### config.mk
export PLATFORM = sky130hd
export DESIGN_NAME = fft_mag_stream
export DESIGN_NICKNAME = d
export VERILOG_FILES = /design/src/rtl/fft_disp_pkg.sv /design/src/rtl/fft_mag_approx.sv /design/src/rtl/fft_mag_stream.sv
export SDC_FILE = /design/constraint.sdc
export NUM_CORES = 1
export LEC_CHECK = 0
export CAP_MARGIN = 20
export CORE_UTILIZATION = 50
export DETAILED_ROUTE_END_ITERATION = 8
export PLACE_DENSITY = 0.77
export SYNTH_ARGS = -nofsm -noshare
export SYNTH_HDL_FRONTEND = slang
export SYNTH_SLANG_ARGS = --single-unit
### constraint.sdc
create_clock -name clk -period 2.7 [get_ports clk]
set_input_delay 0.405 -clock clk [delete_from_list [all_inputs] [get_ports clk]]
set_output_delay 0.405 -clock clk [all_outputs]
set_load 0.02 [all_outputs]
### src/rtl/fft_disp_pkg.sv
// Shared definitions for the spectrum display path: output magnitude width,
// saturation ceiling, framing FSM states and the default transform length.
package fft_disp_pkg;

  localparam int FFT_MAG_W = 9;
  localparam logic [FFT_MAG_W-1:0] FFT_MAG_MAX = 9'd511;
  localparam int DEFAULT_TRANSFORM_LEN = 1024;

  // IDLE waits for sop, PASS forwards bins, DROP discards a skipped frame
  typedef enum logic [1:0] {
    IDLE,
    PASS,
    DROP
  } frame_state_e;

endpackage

### src/rtl/fft_mag_approx.sv
// Three-stage |X| approximation: abs, max/min sort, alpha-max-plus-beta-min
// sum (mx + mn/4 + mn/8), then right shift and saturation to FFT_MAG_W bits.
// Valid, eop and len_err sidebands travel alongside the data.
module fft_mag_approx
  import fft_disp_pkg::*;
#(
  parameter int DIN_W     = 16,
  parameter int MAG_SHIFT = 6
) (
  input  logic                 clk,
  input  logic                 rst_n,
  input  logic [DIN_W-1:0]     re_i,
  input  logic [DIN_W-1:0]     im_i,
  input  logic                 valid_i,
  input  logic                 eop_i,
  input  logic                 lenErr_i,
  output logic [FFT_MAG_W-1:0] mag_o,
  output logic                 valid_o,
  output logic                 eop_o,
  output logic                 lenErr_o
);

  logic [DIN_W-1:0]     absRe_d, absIm_d;
  logic [DIN_W-1:0]     a_q, b_q;
  logic                 s1Valid_q, s1Eop_q, s1LenErr_q;
  logic [DIN_W-1:0]     mx_q, mn_q;
  logic                 s2Valid_q, s2Eop_q, s2LenErr_q;
  logic [DIN_W:0]       sum_d, shifted_d;
  logic [FFT_MAG_W-1:0] mag_d;
  logic [FFT_MAG_W-1:0] mag_q;
  logic                 s3Valid_q, s3Eop_q, s3LenErr_q;

  // Two's-complement absolute value; the most negative input becomes
  // 2^(DIN_W-1), which still fits as an unsigned DIN_W value
  always_comb begin
    absRe_d = re_i[DIN_W-1] ? (~re_i + 1'b1) : re_i;
    absIm_d = im_i[DIN_W-1] ? (~im_i + 1'b1) : im_i;
  end

  // Stage 1 register: magnitudes of both components plus sidebands
  always_ff @(posedge clk or negedge rst_n) begin
    if (!rst_n) begin
      a_q        <= '0;
      b_q        <= '0;
      s1Valid_q  <= 1'b0;
      s1Eop_q    <= 1'b0;
      s1LenErr_q <= 1'b0;
    end else begin
      a_q        <= absRe_d;
      b_q        <= absIm_d;
      s1Valid_q  <= valid_i;
      s1Eop_q    <= valid_i & eop_i;
      s1LenErr_q <= valid_i & lenErr_i;
    end
  end

  // Stage 2 register: sort into larger and smaller component
  always_ff @(posedge clk or negedge rst_n) begin
    if (!rst_n) begin
      mx_q       <= '0;
      mn_q       <= '0;
      s2Valid_q  <= 1'b0;
      s2Eop_q    <= 1'b0;
      s2LenErr_q <= 1'b0;
    end else begin
      mx_q       <= (a_q >= b_q) ? a_q : b_q;
      mn_q       <= (a_q >= b_q) ? b_q : a_q;
      s2Valid_q  <= s1Valid_q;
      s2Eop_q    <= s1Eop_q;
      s2LenErr_q <= s1LenErr_q;
    end
  end

  // Sum is one bit wider than the input so mx + 3/8 mn never overflows;
  // anything above the display ceiling after shifting clips to full scale
  always_comb begin
    sum_d = {1'b0, mx_q} + (DIN_W+1)'(mn_q >> 2) + (DIN_W+1)'(mn_q >> 3);
    shifted_d = sum_d >> MAG_SHIFT;
    if (shifted_d > (DIN_W+1)'(FFT_MAG_MAX)) begin
      mag_d = FFT_MAG_MAX;
    end else begin
      mag_d = shifted_d[FFT_MAG_W-1:0];
    end
  end

  // Stage 3 register: saturated magnitude drives the outputs directly
  always_ff @(posedge clk or negedge rst_n) begin
    if (!rst_n) begin
      mag_q      <= '0;
      s3Valid_q  <= 1'b0;
      s3Eop_q    <= 1'b0;
      s3LenErr_q <= 1'b0;
    end else begin
      mag_q      <= mag_d;
      s3Valid_q  <= s2Valid_q;
      s3Eop_q    <= s2Eop_q;
      s3LenErr_q <= s2LenErr_q;
    end
  end

  assign mag_o    = mag_q;
  assign valid_o  = s3Valid_q;
  assign eop_o    = s3Eop_q;
  assign lenErr_o = s3LenErr_q;

endmodule

### src/rtl/fft_mag_stream.sv
// FFT output to spectrum RAM producer: frames the complex stream, decimates
// frames via frame_skip, and forwards approximate bin magnitudes.
// Optional frame-length checking is enabled by defining FFT_MAG_LEN_CHECK_EN.
module fft_mag_stream
  import fft_disp_pkg::*;
#(
  parameter int DIN_W         = 16,
  parameter int TRANSFORM_LEN = DEFAULT_TRANSFORM_LEN,
  parameter int MAG_SHIFT     = 6
) (
  input  logic             clk,
  input  logic             rst_n,
  input  logic [DIN_W-1:0] fft_in_re,
  input  logic [DIN_W-1:0] fft_in_im,
  input  logic             fft_in_valid,
  input  logic             fft_in_sop,
  input  logic             fft_in_eop,
  input  logic [3:0]       frame_skip,
  output logic [8:0]       fft_data,
  output logic             fft_valid,
  output logic             fft_eop,
  output logic [15:0]      frame_cnt,
  output logic             len_err
);

  localparam int BIN_W = (TRANSFORM_LEN > 1) ? $clog2(TRANSFORM_LEN) : 1;
`ifdef FFT_MAG_LEN_CHECK_EN
  localparam logic [BIN_W-1:0] LAST_BIN = BIN_W'(TRANSFORM_LEN - 1);
`endif

  frame_state_e   state_q, state_d;
  logic [3:0]     skipCnt_q, skipCnt_d;
  logic [BIN_W-1:0] binCnt_q, binCnt_d;
  logic [BIN_W-1:0] curBin;
  logic           passSample;
  logic           fwdValid, fwdEop, fwdLenErr;
  logic [15:0]    frameCnt_q;
  logic [FFT_MAG_W-1:0] magData;
  logic           magValid, magEop, magLenErr;

  // Framing decision for the current input sample. A sop always restarts
  // framing as if from IDLE, so the sample's bin index and pass/drop choice
  // come from the skip counter rather than the current state.
  always_comb begin
    state_d    = state_q;
    skipCnt_d  = skipCnt_q;
    binCnt_d   = binCnt_q;
    fwdValid   = 1'b0;
    fwdEop     = 1'b0;
    fwdLenErr  = 1'b0;
    curBin     = fft_in_sop ? '0 : binCnt_q;
    passSample = fft_in_sop ? (skipCnt_q == 4'd0) : (state_q == PASS);

    if (fft_in_valid) begin
      if (fft_in_sop) begin
        if (skipCnt_q == 4'd0) begin
          skipCnt_d = frame_skip;
        end else begin
          skipCnt_d = skipCnt_q - 4'd1;
        end
      end

      if (passSample) begin
        fwdValid = 1'b1;
        fwdEop   = fft_in_eop;
        if (fft_in_eop) begin
          state_d  = IDLE;
          binCnt_d = '0;
        end else begin
          state_d  = PASS;
          binCnt_d = curBin + 1'b1;
        end
`ifdef FFT_MAG_LEN_CHECK_EN
        if (curBin == LAST_BIN) begin
          if (!fft_in_eop) begin
            fwdEop    = 1'b1;
            fwdLenErr = 1'b1;
            state_d   = DROP;
            binCnt_d  = '0;
          end
        end else if (fft_in_eop) begin
          fwdLenErr = 1'b1;
        end
`endif
      end else if (fft_in_sop) begin
        state_d  = fft_in_eop ? IDLE : DROP;
        binCnt_d = '0;
      end else if ((state_q == DROP) && fft_in_eop) begin
        state_d = IDLE;
      end
    end
  end

  // Framing state, skip counter and bin counter registers
  always_ff @(posedge clk or negedge rst_n) begin
    if (!rst_n) begin
      state_q   <= IDLE;
      skipCnt_q <= 4'd0;
      binCnt_q  <= '0;
    end else begin
      state_q   <= state_d;
      skipCnt_q <= skipCnt_d;
      binCnt_q  <= binCnt_d;
    end
  end

  fft_mag_approx #(
    .DIN_W     (DIN_W),
    .MAG_SHIFT (MAG_SHIFT)
  ) uMagApprox (
    .clk      (clk),
    .rst_n    (rst_n),
    .re_i     (fft_in_re),
    .im_i     (fft_in_im),
    .valid_i  (fwdValid),
    .eop_i    (fwdEop),
    .lenErr_i (fwdLenErr),
    .mag_o    (magData),
    .valid_o  (magValid),
    .eop_o    (magEop),
    .lenErr_o (magLenErr)
  );

  // Count a frame once its last sample has actually left the pipeline
  always_ff @(posedge clk or negedge rst_n) begin
    if (!rst_n) begin
      frameCnt_q <= 16'd0;
    end else if (magValid && magEop) begin
      frameCnt_q <= frameCnt_q + 16'd1;
    end
  end

  assign fft_data  = magData;
  assign fft_valid = magValid;
  assign fft_eop   = magValid & magEop;
  assign frame_cnt = frameCnt_q;
`ifdef FFT_MAG_LEN_CHECK_EN
  assign len_err   = magValid & magLenErr;
`else
  assign len_err   = 1'b0 & magLenErr;
`endif

endmodule

## Word-level counts from Yosys, hierarchy flattened

Index checks and enable logic that the tools add are counted.

- Add/subtract/negate cells: 6
- Multipliers: 0
- Div/mod/pow operators: 0
- $lt $le $gt $ge: 2
- Equal/unequal tests: 2
- Shift-type cells: 0
- Multiplexer cells: 16
- Bitwise logic cells: 4
- Reduce and logical (&&, ||, !) cells: 6

Operators with widths:

| cell | count |
|---|---|
| 2-to-1 mux 16 bit | 4 |
| adder 16 x 1 -> 16 bit, second input constant | 3 |
| inverter 16 bit | 2 |
| adder 16 x 14 -> 17 bit | 1 |
| adder 17 x 13 -> 17 bit | 1 |
| greater-or-equal comparator 16 bit | 1 |
| > comparator 11 x 9 -> 1 bit, second input constant | 1 |
| 2-to-1 mux 9 bit | 1 |
| 2-to-1 mux 2 bit | 4 |
| 2-to-1 mux 1 bit | 6 |
| logical NOT 4 bit | 1 |
| 2-to-1 mux 4 bit | 1 |
| AND reduction 2 bit | 2 |
| subtractor 4 x 1 -> 4 bit, second input constant | 1 |
| nonzero test 3 bit | 1 |
| bitwise AND 1 bit | 2 |
| equality test 2 x 1 -> 1 bit, second input constant | 1 |
| equality test 2 bit, second input constant | 1 |
| logical AND 1 bit | 2 |

- Bits in registers: 101
- Bits in latches: 0
- Bits in writable memories: 0
- Memory bits (read-only): 0
- Bits of input ports: 41
- Output and inout bits: 28
- Memories kept: 0

## Depth between registers and ports, before layout

Gate-level depths: netlist of run 1.

- Word-level depth: 5
- Mapped depth: 11
- Gate-level depth less buffers: 10

## By module

A second synthesis of run 1 with hierarchy kept.

- Cell total of the unflattened synthesis: 467
- Area total of the unflattened synthesis: 5457.7 µm²

By module, submodules not included:

| module | times used | cells an instance | area an instance (µm²) | seq. area each (µm²) |
|---|---|---|---|---|
| fft_mag_approx | 1 | 364 | 4386.7 | 2001.9 |
| fft_mag_stream | 1 | 103 | 1071.0 | 550.5 |

## Worst setup path after synthesis of run 1

No wires, ideal clock.

- Path kind: flip-flop to flip-flop
- Start: register uMagApprox.mn_q[6]
- End: register uMagApprox.mag_q[7], in the netlist uMagApprox.mag_o[7]
- Arrival time: 2.712 ns
- Required time: 2.630 ns
- Slack: -0.083 ns
- Stages on the path, launching flop included: 12
- Path buffers: 1
- Clock period less this slack: 2.783 ns
- Cell sequence: dfrtp_1 -> inv_1 -> fa_1 -> inv_1 -> ha_1 -> nand2_1 -> a2111oi_0 -> or2_2 -> clkbuf_1 -> o21ai_0 -> or3_1 -> nand3_1

- Longest elaborated chain between the ends: 4

Ends and longest elaborated chain:

| what | RTL line | RTL |
|---|---|---|
| from (decl) | fft_mag_approx.sv:26 | `logic [DIN_W-1:0] mx_q, mn_q;` |
| from (signal assigned) | fft_mag_approx.sv:67 | `mn_q <= (a_q >= b_q) ? b_q : a_q;` |
| adder 16 x 14 -> 17 bit | fft_mag_approx.sv:77 | `sum_d = {1'b0, mx_q} + (DIN_W+1)'(mn_q >> 2) + (DIN_W+1)'(mn_q >> 3);` |
| adder 17 x 13 -> 17 bit * | fft_mag_approx.sv:77 |  |
| > comparator 11 x 9 -> 1 bit | fft_mag_approx.sv:79 | `if (shifted_d > (DIN_W+1)'(FFT_MAG_MAX)) begin` |
| 2-to-1 mux 9 bit * | fft_mag_approx.sv:79 |  |
| via uMagApprox.mag_d[7] | fft_mag_approx.sv:29 | `logic [FFT_MAG_W-1:0] mag_d;` |
| to (signal assigned) | fft_mag_approx.sv:94 | `mag_q <= mag_d;` |
| to (decl) | fft_mag_approx.sv:30 | `logic [FFT_MAG_W-1:0] mag_q;` |

Mark *: on every way through the listed nets, which the timed path passes. The rest lies on a longest branch.
A chain may end at the register's enable or synchronous reset.

## Worst setup path in the final report of run 1

Ends and elaborated chain as after synthesis.

==> results.sh, run 1 <==
export IMPL_tritoncts="yes"
export IMPL_cts_buffer_depth=2
export IMPL_switching_share_pct=35.26
export IMPL_grt_max_degree=77
export IMPL_grt_pass1_vias=3529
export IMPL_p_clk_share_pct=19.0
export IMPL_finalCritPeriodShare_pct=95.01
export IMPL_initial_core_util_pct=52.39
export IMPL_synthCells=457
export IMPL_numCtsBuffers=9
export IMPL_critPathSlowestCell="fa_1"
export IMPL_drt_iter0_drc=107
export IMPL_rsz0062_at_grt="no"
export IMPL_fillers=778
export IMPL_cp_required_ns=3.00
export IMPL_critPathMostFrequentCell="inv_1"
export IMPL_whs_ns=0.3541
export IMPL_r2r_end="uMagApprox.mag_o[7]$_DFF_PN0_"
export IMPL_ys_warn_count=0
export IMPL_final_nets=643
export IMPL_place_ws_ns=-0.09553
export IMPL_drc_errors=0
export IMPL_cts_sinks=99
export IMPL_power_mw=5.612
export IMPL_pin_count=69
export IMPL_cp_data_arrival_time_ns=2.86
export IMPL_power_density_mw_per_mm2=861.3
export IMPL_worst_setup_path_end_kind="flop"
export IMPL_criticalPathCategory="reg2reg"
export IMPL_insertion_delay_ns=0.36
export IMPL_grt_antenna_before_repair=0
export IMPL_met3_usage_pct=3.070
export IMPL_vias_per_cell=5.133
export IMPL_dr_total_vias=3557
export IMPL_area_growth_pct=25.52
export IMPL_met1_usage_pct=21.34
export IMPL_layout_setup_ws_ns=0.1348
export IMPL_min_path_type="reg2reg"
export IMPL_gp_congestion=0.7871
export IMPL_synth_edf_count=0
export IMPL_leakagePower_nw=2.959
export IMPL_layout_common_cells="dfrtp_1, clkdlybuf4s50_1, inv_1"
export IMPL_synth_avg_cell_area_sq_um=11.36
export IMPL_cellInternalPower_mw=3.633
export IMPL_layout_min_cycle_time_ns=2.565
export IMPL_grt_ovfl_total=0
export IMPL_dpl_cell_count=674
export IMPL_place_hpwl_um=6949
export IMPL_setup_tns_ns=0
export IMPL_grtUsageMet2_pct=30.81
export IMPL_busiest_layer="met2"
export IMPL_status="finished, final reports clean"
export IMPL_dieWidth_um=103.9
export IMPL_ys_flop_type="dfrtp_1"
export IMPL_setup_viol=0
export IMPL_cp_cell_sequence="inv_1, fa_1, inv_1, ha_1, nand2_2, a2111oi_4, buf_4, or2_4, o21ai_1, or3_1, nand3_1"
export IMPL_synth_area_sq_mm=0.005191
export IMPL_seqPwrFrac_pct=34.1
export IMPL_reg2reg_from="uMagApprox.mn_q[6]$_DFF_PN0_"
export IMPL_ant_nets=0
export IMPL_max_freq_mhz=389.8
export IMPL_finalHoldViolCount=0
export IMPL_syn_nets=545
export IMPL_yosysSeqAreaShare_pct=47.72
export IMPL_core_rowCount=36
export IMPL_htree_levels=3
export IMPL_multi_input_area_sq_mm=0.002592
export IMPL_port_buffers=67
export IMPL_finalWirelength_um=9045
export IMPL_grt_first_pass_wirelength_um=15280
export IMPL_min_path_cells=0
export IMPL_die_area_sq_mm=0.01079
export IMPL_num_antenna_cells=0
export IMPL_globalRouteTotalUtil_pct=17.46
export IMPL_core_area_sq_mm=0.009910
export IMPL_drive_gt1_share_pct=16.96
export IMPL_async_flop_share_pct=100.0
export IMPL_register_area_sq_mm=0.002477
export IMPL_crit_fanout=6
export IMPL_p_comb_share_pct=46.9
export IMPL_firstDrtPassIters=5
export IMPL_r2r_cells=11
export IMPL_cts_clk_slew_worst_paths_ns=0.09
export IMPL_whs_endpoint="uMagApprox.valid_o$_DFF_PN0_"
export IMPL_ir_drop_uv=473.4
export IMPL_r2r_slack_ns=0.13
export IMPL_drv_slew=0
export IMPL_hp_start="uMagApprox.s2Valid_q$_DFF_PN0_"
export IMPL_die_h_um=103.9
export IMPL_start_kind="flop"
export IMPL_power_switching_mw=1.979
export IMPL_fin_cells=693
export IMPL_wl_per_cell_um=13.05
export IMPL_cts_root_buf="clkbuf_8"
export IMPL_ys_ff_latch=99
export IMPL_max_stage_delay_ns=0.52
export IMPL_final_common_cell="dfrtp_1"
export IMPL_ys_types=43
export IMPL_drv_cap=0
export IMPL_fin_skew_ns=0.01366
## cells in the mapped netlist (2+ instances only)
library cell,number,area share [%]
o21a_1,2,0.29
dfrtp_1,99,48
nand3_1,6,0.58
nor2_1,10,0.72
mux2_2,31,6.7
nor4_1,3,0.36
or4_4,4,0.87
o21ai_4,2,0.63
clkbuf_1,8,0.58
nor3_1,4,0.39
a21oi_1,12,1.2
and2_1,3,0.36
xnor2_1,33,5.6
nor2b_1,5,0.60
a21o_1,6,0.87
or4_1,5,0.72
o211ai_1,3,0.43
nand2_2,2,0.24
o41ai_1,3,0.51
fa_1,12,4.6
and4_1,2,0.34
inv_1,38,2.7
nand2b_1,7,0.84
o21ai_0,27,2.6
a211oi_1,9,1.3
xor2_1,14,2.4
nand4_1,7,0.84
o31ai_1,8,1.2
nand2_1,37,2.7
ha_1,35,8.4
and3_1,8,0.96
## critical path, delay by kind of cell, from the launching register on
kind	cells	cell delay [ns]
buf+inv	3	0.27
compound gates	2	0.36
fa+ha+maj	2	0.85
simple gates	4	0.67
flops	1	0.35
## layer usage
metal / vias up / share of wire [%]
li1: 1791 / -
met1: 1693 / 46
met2: 62 / 50
met3: 11 / 2.8
met4: 0 / 1.5
met5: - / 0
## worst max-delay path by stage
stage | from | endpoint | slack, ns | cells after the start
finish | uMagApprox.mn_q[6]$_DFF_PN0_ | uMagApprox.mag_o[7]$_DFF_PN0_ | 0.13 | 11
global route | uMagApprox.mn_q[5]$_DFF_PN0_ | uMagApprox.mag_o[7]$_DFF_PN0_ | 0.001 | 11
CTS | uMagApprox.mn_q[5]$_DFF_PN0_ | uMagApprox.mag_o[7]$_DFF_PN0_ | 0.007 | 11
detailed placement | fft_in_re[2] | uMagApprox.a_q[13]$_DFF_PN0_ | -0.1 | 7
global placement | fft_in_re[2] | uMagApprox.a_q[13]$_DFF_PN0_ | -0.04 | 7
floorplan | uMagApprox.mn_q[5]$_DFF_PN0_ | uMagApprox.mag_o[7]$_DFF_PN0_ | -0.005 | 11
## area by class of cell
cell class                 instances  share of cell area [%]
clock buffer                      11                   2.323
inverter                          38                   2.189
clock inverter                     5                   1.306
multi-input combinational        311                   39.78
sequential                        99                   38.02
tap                              133                   2.554
timing repair buffer              96                   13.82
## per-stage QoR
step | cell area, sq um | utilization, %
2_1_floorplan | 5197 | -
3_3_place_gp | 6202 | 62.59
3_5_place_dp | 6202 | 62.59
4_1_cts | 6459 | 65.18
5_1_grt | 6516 | 65.76
6_report | 6516 | 65.76
## kinds of logic after synthesis
kind of cell / count (synthesis) / share of synthesized area, %
buf+inv: 47 / 3.471
mux: 31 / 6.724
flops: 99 / 47.72
other cells: 1 / 0.07224
fa+ha+maj: 47 / 13.06
simple gates: 106 / 10.89
xor+xnor: 47 / 7.930
compound gates: 79 / 10.12
## power by group through the flow
stage	logic, mW	clock network [mW]	registers (mW)
after floorplan	1.60	0	2.00
after global placement	2.35	0	1.93
after detailed placement	2.45	0	1.94
after CTS	2.49	1.10	1.92
after global routing	2.93	1.15	1.95
final	2.63	1.07	1.91
## flip-flops by register name (all words and copies together), names as in the netlist
register,count
frame_cnt,16
uMagApprox.a_q,16
uMagApprox.b_q,16
uMagApprox.mx_q,16
uMagApprox.mn_q,14
uMagApprox.mag_o,9
skipCnt_q,4
state_q,2
uMagApprox.eop_o,1
uMagApprox.s1Eop_q,1
uMagApprox.s1Valid_q,1
uMagApprox.s2Eop_q,1
uMagApprox.s2Valid_q,1
uMagApprox.valid_o,1
## timing repair
item,CTS,global route
gates resized for setup,2,13
setup endpoints to repair,5,9
endpoints found under the hold margin,23,0
hold buffers,1,0
pin swaps,0,4
gates cloned,0,0
setup buffers,0,2
Note: power is estimated with default switching activity, not from simulation.
==> run 2, diff against run 1 <==
- CAP_MARGIN: 20 -> unset
- CORE_MARGIN: unset -> 2
==> results.sh, run 2 (synthesis results as in run 1) <==
export IMPL_gp_congestion=0.7843
export IMPL_grt_antenna_before_repair=0
export IMPL_cellInternalPower_mw=3.403
export IMPL_vias_per_cell=5.198
export IMPL_layout_setup_ws_ns=0.1614
export IMPL_initial_core_util_pct=50.97
export IMPL_p_clk_share_pct=16.7
export IMPL_cpLargestDelayFamily="compound AO/OA/AOI/OAI gates"
export IMPL_num_antenna_cells=0
export IMPL_wl_per_cell_um=13.20
export IMPL_finalWirelength_um=9121
export IMPL_area_growth_pct=24.51
export IMPL_cts_clk_slew_worst_paths_ns=0.10
export IMPL_power_density_mw_per_mm2=842.8
export IMPL_start_kind="flop"
export IMPL_power_mw=5.447
export IMPL_cts_buffer_depth=2
export IMPL_core_area_sq_mm=0.01018
export IMPL_max_freq_mhz=393.9
export IMPL_multi_input_area_sq_mm=0.002619
export IMPL_die_area_sq_mm=0.01121
export IMPL_max_stage_delay_ns=0.49
export IMPL_dieWidth_um=105.9
export IMPL_tritoncts="yes"
export IMPL_leakagePower_nw=2.916
export IMPL_drt_iter0_drc=205
export IMPL_drive_gt1_share_pct=16.58
export IMPL_cts_root_buf="clkbuf_8"
export IMPL_globalRouteTotalUtil_pct=17.40
export IMPL_r2r_slack_ns=0.16
export IMPL_numCtsBuffers=9
export IMPL_ant_nets=0
export IMPL_critPathSlowestCell="fa_1"
export IMPL_cp_data_arrival_time_ns=2.78
export IMPL_min_path_cells=0
export IMPL_switching_share_pct=37.53
export IMPL_htree_levels=3
export IMPL_p_comb_share_pct=48.2
export IMPL_core_rowCount=37
export IMPL_dpl_cell_count=673
export IMPL_r2r_cells=12
export IMPL_firstDrtPassIters=4
export IMPL_min_path_type="reg2reg"
export IMPL_dr_total_vias=3592
export IMPL_finalCritPeriodShare_pct=94.02
export IMPL_grt_ovfl_total=0
export IMPL_critPathBufInv=4
export IMPL_die_h_um=105.9
export IMPL_place_hpwl_um=7083
export IMPL_fin_cells=691
export IMPL_grt_pass1_vias=3606
export IMPL_insertion_delay_ns=0.36
export IMPL_critPathMostFrequentCell="buf_4"
export IMPL_drv_slew=0
export IMPL_worst_setup_path_end_kind="flop"
export IMPL_port_buffers=67
export IMPL_cp_depth=12
export IMPL_layout_min_cycle_time_ns=2.539
export IMPL_ir_drop_uv=405.2
export IMPL_pin_count=69
export IMPL_power_switching_mw=2.044
export IMPL_final_nets=638
export IMPL_criticalPathCategory="reg2reg"
export IMPL_fillers=820
export IMPL_cp_cell_sequence="inv_2, fa_1, inv_1, ha_1, a211oi_4, a2111oi_4, buf_4, nor2_1, o21ai_1, a211oi_2, buf_4, o21ai_0"
export IMPL_crit_fanout=8
export IMPL_grt_first_pass_wirelength_um=15850
export IMPL_seqPwrFrac_pct=35.1
export IMPL_status="finished, final reports clean"
export IMPL_register_area_sq_mm=0.002477
export IMPL_setup_viol=0
export IMPL_fin_skew_ns=0.01743
export IMPL_layout_common_cells="dfrtp_1, clkdlybuf4s50_1, inv_1"
export IMPL_cp_required_ns=2.94
export IMPL_drc_errors=0
export IMPL_final_common_cell="dfrtp_1"
export IMPL_place_ws_ns=-0.08851
export IMPL_grt_max_degree=72
export IMPL_drv_cap=0
export IMPL_finalHoldViolCount=0
export IMPL_cts_sinks=99
## run 2: cell types whose count changed in the layout (fill, tap and decap cells not counted), moves of 2 or more
cell / before / now
clkbuf_8: 11 / 9
buf_4: 28 / 23
bufinv_16: 2 / 0
o21ai_1: 4 / 2
ha_4: 0 / 2
inv_8: 0 / 3
ha_1: 35 / 33
## run 2: timing repair
action | 4_1_cts | 5_1_grt
setup buffers | 0 | 1
hold buffers | 1 | 0
setup endpoints to repair | 8 | 9
gates cloned | 0 | 0
hold endpoints to repair | 28 | 0
gates resized for setup | 2 | 14
pin swaps | 0 | 4
## run 2: layer usage
layer | vias to the layer above | part of all wire [%] | GRT usage [%]
met5 | - | 0 | 0
met3 | 13 | 3.0 | 2.636
met1 | 1730 | 45 | 22.40
met2 | 68 | 50 | 30.05
li1 | 1781 | - | -
met4 | 0 | 1.6 | 6.203
## run 2: final timing paths
check / startpoint / to
min reg2reg: uMagApprox.s2Eop_q$_DFF_PN0_ / uMagApprox.eop_o$_DFF_PN0_
min in group asynchronous: rst_n / frame_cnt[5]$_DFFE_PN0P_
max reg2reg: uMagApprox.mn_q[5]$_DFF_PN0_ / uMagApprox.mag_o[3]$_DFF_PN0_
max: uMagApprox.mn_q[5]$_DFF_PN0_ / uMagApprox.mag_o[3]$_DFF_PN0_
max in group asynchronous: rst_n / uMagApprox.a_q[9]$_DFF_PN0_
min: uMagApprox.s2Eop_q$_DFF_PN0_ / uMagApprox.eop_o$_DFF_PN0_
## run 2: cell type report
type                            instances  area share (%)
Clock buffer                            9           1.916
Clock inverter                          7           1.045
Inverter                               38           2.207
Multi-Input combinational cell        311           40.51
Sequential cell                        99           38.33
Tap cell                              136           2.633
Timing Repair Buffer                   91           13.36
## run 2: worst reg2reg max path, cell delays in order, from the launching register on
cell and delay (ns):
dfrtp_1 0.39, inv_2 0.05, fa_1 0.49, inv_1 0.04, ha_1 0.23, a211oi_4 0.24
a2111oi_4 0.09, buf_4 0.15, nor2_1 0.15, o21ai_1 0.12, a211oi_2 0.22, buf_4 0.18
o21ai_0 0.09
## run 2: stage by stage
step	cell area [sq um]	hold slack [ns]	setup TNS (ns)	utilization, %
after detailed placement	6176	0.3370	-0.4184	60.64
after CTS	6387	0.3598	-0.01561	62.71
after global routing	6464	0.3760	-0.0006539	63.46
after floorplan	5197	0.1094	-0.005390	-
final	6464	0.3609	0	63.46
after global placement	6176	0.3341	-0.06729	60.64
## run 2: power by group through the flow
stage | Combinational [mW] | Clock (mW) | Sequential, mW
final | 2.63 | 0.908 | 1.91
after global routing | 2.96 | 1.01 | 1.95
after CTS | 2.42 | 0.944 | 1.91
after detailed placement | 2.39 | 0 | 1.94
after global placement | 2.30 | 0 | 1.93
after floorplan | 1.60 | 0 | 2.00
